[config.mk]
export PLATFORM = sky130hd
export DESIGN_NAME = radix4_seq_divider
export DESIGN_NICKNAME = d
export VERILOG_FILES = /design/src/rtl/radix4_seq_divider.sv
export SDC_FILE = /design/constraint.sdc
export NUM_CORES = 1
export LEC_CHECK = 0
export ABC_AREA = 1
export BUFFER_PORTS_ARGS = -buffer_cell sky130_fd_sc_hd__buf_2
export CORE_MARGIN = 2
export CORE_UTILIZATION = 60
export CTS_CLUSTER_DIAMETER = 100
export CTS_CLUSTER_SIZE = 20
export DETAILED_ROUTE_END_ITERATION = 8
export GPL_ROUTABILITY_DRIVEN = 1
export MAX_ROUTING_LAYER = met4
export PLACE_DENSITY = 0.81
export SYNTH_ARGS = -nofsm -noshare
export SYNTH_HDL_FRONTEND = slang
export SYNTH_SLANG_ARGS = --single-unit
[constraint.sdc]
create_clock -name clk -period 4.5 [get_ports clk]
set_clock_uncertainty 0.2 [all_clocks]
set_input_delay 0.225 -clock clk [delete_from_list [all_inputs] [get_ports clk]]
set_output_delay 0.225 -clock clk [all_outputs]
set_load 0.05 [all_outputs]
[src/rtl/radix4_seq_divider.sv]
// Sequential radix-4 restoring divider: unsigned N-bit x / y, two quotient bits per cycle.
// Optional APPROX_DIV_EN: stop after N/2-A digits and force the low 2A quotient bits to zero.
module radix4_seq_divider #(
  parameter int N = 16,
  parameter int A = 2
) (
  input  logic         clk,
  input  logic         rst,
  input  logic         start,
  input  logic [N-1:0] x,
  input  logic [N-1:0] y,
  output logic         busy,
  output logic         done,
  output logic [N-1:0] q,
  output logic [N-1:0] r,
  output logic         dz
);

`ifdef APPROX_DIV_EN
  localparam int SKIP = A;
`else
  localparam int SKIP = 0;
`endif
  localparam int STEPS = N/2 - SKIP;
  localparam int CW    = $clog2(N/2 + 1);

  typedef enum logic [1:0] {IDLE, CALC, DONE} state_t;

  state_t       state, state_nxt;
  logic [N+1:0] d1, d2, d3;
  logic [N+1:0] t, sub;
  logic [N-1:0] xr, rem, qr;
  logic [N-1:0] rem_nxt, q_nxt, xs;
  logic [1:0]   dig;
  logic [CW-1:0] cnt;
  logic         dzr;
  logic         accept;

  assign accept = start && (state == IDLE || state == DONE);

  always_ff @(posedge clk or posedge rst) begin
    if (rst) state <= IDLE;
    else     state <= state_nxt;
  end

  always_comb begin
    state_nxt = state;
    case (state)
      IDLE:    if (start) state_nxt = (y == '0) ? DONE : CALC;
      CALC:    if (cnt == CW'(1)) state_nxt = DONE;
      DONE:    state_nxt = start ? ((y == '0) ? DONE : CALC) : IDLE;
      default: state_nxt = IDLE;
    endcase
  end

  always_comb begin
    busy = (state == CALC);
    done = (state == DONE);
    q    = qr;
    r    = rem;
    dz   = dzr;
  end

  // One restoring radix-4 step: pick the largest multiple of D not exceeding T.
  always_comb begin
    t = {rem, xr[N-1:N-2]};
    if (t >= d3) begin
      dig = 2'd3;
      sub = d3;
    end else if (t >= d2) begin
      dig = 2'd2;
      sub = d2;
    end else if (t >= d1) begin
      dig = 2'd1;
      sub = d1;
    end else begin
      dig = 2'd0;
      sub = '0;
    end
    rem_nxt = N'(t - sub);
    q_nxt   = {qr[N-3:0], dig};
    xs      = {xr[N-3:0], 2'b00};
  end

  always_ff @(posedge clk or posedge rst) begin
    if (rst) begin
      xr  <= '0;
      d1  <= '0;
      d2  <= '0;
      d3  <= '0;
      rem <= '0;
      qr  <= '0;
      cnt <= '0;
      dzr <= 1'b0;
    end else if (accept) begin
      cnt <= CW'(STEPS);
      if (y == '0) begin
        xr  <= '0;
        d1  <= '0;
        d2  <= '0;
        d3  <= '0;
        qr  <= '1;
        rem <= x;
        dzr <= 1'b1;
      end else begin
        xr  <= x;
        d1  <= {2'b00, y};
        d2  <= {1'b0, y, 1'b0};
        d3  <= {2'b00, y} + {1'b0, y, 1'b0};
        qr  <= '0;
        rem <= '0;
        dzr <= 1'b0;
      end
    end else if (state == CALC) begin
      xr  <= xs;
      cnt <= cnt - CW'(1);
      if (cnt == CW'(1)) begin
        // Skipped digits: quotient low bits are zero, unconsumed dividend bits join the remainder.
        qr  <= q_nxt << (2*SKIP);
        rem <= N'({rem_nxt, xs} >> (N - 2*SKIP));
      end else begin
        qr  <= q_nxt;
        rem <= rem_nxt;
      end
    end
  end

endmodule

==> run metrics <==
status=finished, final reports clean; Critical path origin=d2[15]; vias in the first global route=5962; Yosys cell types=between 40 and 50; Async SR Flop Fraction=100%; CP top delay family=compound AO/OA/AOI/OAI gates; Final Hold Vio Count=0; minimum clock period=4.08 ns; routed via count=6500; RR Endpoint=r[11]; Max Clock Freq=245 MHz; drt wl/cell=15.4 microns; CP max stage delay=0.42 ns; CP endpoint kind=flip-flop; starting density of the core=61.9%; gr usage total=30.8%; first-pass GRT wire length=around 28 mm; DRC=0; Cell Rows=38; class of the worst hold path=primary input to flip-flop; number of DRC markers in iteration 0=457; Reg2Reg Setup Slack=0.42 ns; Worst EP required=4.55 ns; multi-input logic area=0.00395 sq mm; core area=~0.011 sq mm; Final ANT Viol Nets=0; maximum fanout along the worst path=15; # IOs=70; # setup viols final=0; DRT Wirelength=17.5 mm; post-DP HPWL=13.3 mm; syn avg cell area=7.49 sq um; Tightest Pin Transition=1.03 ns; RD Place Congestion=0.985; share of post-route cells with drive strength above 1=between 10 and 15%; reg2reg start=d2[15]; clk buf depth=2; ys flop type=dfrtp_1; Critical Path, Cell by Cell=inv_1 -> ha_1 -> nand2_1 -> inv_2 -> nand2_1 -> nor2_4 -> a21oi_4 -> nand3_4 -> clkinv_4 -> nand2_4 -> inv_2 -> nand2_1 -> a22oi_1 -> inv_1 -> ha_1 -> nand2_1 -> o21ai_1 -> a21oi_2 -> o21ai_2 -> a21oi_2 -> o21ai_1 -> a21oi_1 -> o21ai_0 -> a21oi_1; clock latency on the worst-skew pair=0.37 ns; pin count of the biggest net entering global routing=61; Diodes inserted=0; syn_nets=approximately 1000; R2R cell count=24; CP max-delay cell=dfrtp_1; CP endpoint=r[11]; worst endpoint data arrival time=4.13 ns; Die Span X=110 microns; CP Depth=24; via density per instance=between 5 and 6; number of H-tree levels=3; unrepaired setup endpoints after global routing=no; initial antenna violation count=0; fill cell count=907; Final Max Slew Viols=0; crit path buf inv count=5; Worst slew margin=30.8%; Place WS=0.395 ns; Port-buffer cells=69; post-synthesis sequential area ratio=32.7%; nets@finish=between 1000 and 1500; max-cap violations=0; register area=0.00220 sq mm; clk root buf=clkbuf_8; setup bufs post-CTS=0; final setup TNS=0 ns; Die Ht=110 microns; CTS tree=built; utilization after layout=71.2%; Period Utilization, post-route=approximately nine tenths; die area=0.0121 sq mm; CP Launch Type=flip-flop; Cell Area, Synth=0.00674 sq mm; Seq cells post-synth=88; Syn. warnings=0; drt pass-1 iters=5; area delta synth->final=15.0%; GRT overflow=0; CP Class=flip-flop to flip-flop; Final WS setup=0.423 ns; crit-path most repeated cell=nand2_1; Worst-path clk slew=about 0.09 ns; Min Hold Slack=0.0276 ns; clock sinks=88; number of synthesized flops with an enable pin=0; Synth Instances=roughly 900; CTS Buf Count=9
## area by class of cell
class / instances / area share (%)
timing repair buffer: 105 / 8.94
clock buffer: 11 / 1.95
clock inverter: 5 / 1.10
sequential: 88 / 28.4
inverter: 129 / 6.34
tap: 140 / 2.26
multi-input combinational: 657 / 51.0
## cell usage in the layout (no fill, tap or decap), drive strengths merged
master,count
nand2,191
inv,128
a21oi,94
ha,90
dfrtp,88
nor2,85
o21ai,84
buf,74
dlygate4sd3,31
o22ai,28
nand3,20
o221ai,14
clkbuf,11
nor3,10
xnor2,6
a22oi,5
a21o,5
o21bai,4
a31oi,4
or2,4
clkinv,3
nand4,3
o2111ai,2
fa,2
bufinv,2
o31ai,1
nor4,1
o21a,1
and2,1
a21boi,1
a221oi,1
clkinvlp,1
## cell usage after synthesis (all sizes together) (5+ instances only)
library cell  instances  area share [%]
a21o                  5            0.56
a21oi                94             7.4
a22oi                 5            0.56
buf                   8            0.63
clkbuf               17            0.95
dfrtp                88              33
ha                   90              17
inv                 128             7.1
nand2               191              11
nand3                20             1.7
nor2                 85             5.0
nor3                 10            0.89
o21ai                84             6.3
o221ai               14             1.8
o22ai                28             2.6
xnor2                 6            0.78
## metrics by stage
| stage | cells | area, sq um |
|---|---|---|
| 6_report | 1135 | 7750 |
| 5_1_grt | 1135 | 7750 |
| 4_1_cts | 1135 | 7740 |
| 3_5_place_dp | 1088 | 7200 |
| 3_3_place_gp | 1088 | 7200 |
| 2_1_floorplan | 899 | 6740 |
## state kept, by name, indices dropped and copies added (netlist names)
| register | cells |
|---|---|
| cnt | 4 |
| dz | 1 |
| state | 2 |
| d2 | 15 |
| q | 16 |
| xr | 16 |
| d3 | 18 |
| r | 16 |
## cell families after synthesis
family / share of synthesized area [%]
adder cells (fa/ha/maj): 17.3
AO/OA/AOI/OAI: 20.8
flip-flops: 32.7
XOR/XNOR: 0.780
AND/OR/NAND/NOR: 19.6
buffers and inverters: 8.84
## worst register-to-register path, stage by stage, from the launching register on
cell and delay [ns]:
dfrtp_1 0.42, inv_1 0.17, ha_1 0.27, nand2_1 0.09, inv_2 0.04, nand2_1 0.11
nor2_4 0.07, a21oi_4 0.16, nand3_4 0.13, clkinv_4 0.15, nand2_4 0.13, inv_2 0.10
nand2_1 0.05, a22oi_1 0.30, inv_1 0.09, ha_1 0.29, nand2_1 0.05, o21ai_1 0.23
a21oi_2 0.11, o21ai_2 0.22, a21oi_2 0.10, o21ai_1 0.17, a21oi_1 0.08, o21ai_0 0.12
a21oi_1 0.12
## how the worst min path moves through the flow
stage               startpoint  slack, ns  cells past startpoint     end
finish                   y[14]       0.03                      3  d2[15]
global route             y[14]       0.04                      3  d2[15]
CTS                      y[14]       0.01                      3  d2[15]
detailed placement         rst       0.23                      2  cnt[1]
global placement           rst       0.23                      2  cnt[1]
floorplan                 x[2]       0.16                      2    r[2]
## per-layer routing
metal | part of all wire (%) | wire, microns | vias up | global-route usage [%]
li1 | - | - | 3190 | -
met1 | 45 | 7920 | 3081 | 41.4
met2 | 47 | 8300 | 204 | 49.8
met3 | 5.5 | 968 | 25 | 3.29
met4 | 1.6 | 287 | 0 | 8.77
met5 | 0 | 0 | - | -
## timing repair
| action | 4_1_cts | 5_1_grt |
|---|---|---|
| endpoints found under the setup margin | 0 | 1 |
| endpoints found under the hold margin | 91 | 0 |
| hold buffers | 31 | 0 |
| resized for setup | 0 | 2 |
Power is left out: the tool's default activity adds up to more than one toggle a clock period on the data nets, which glitch-free logic cannot reach.
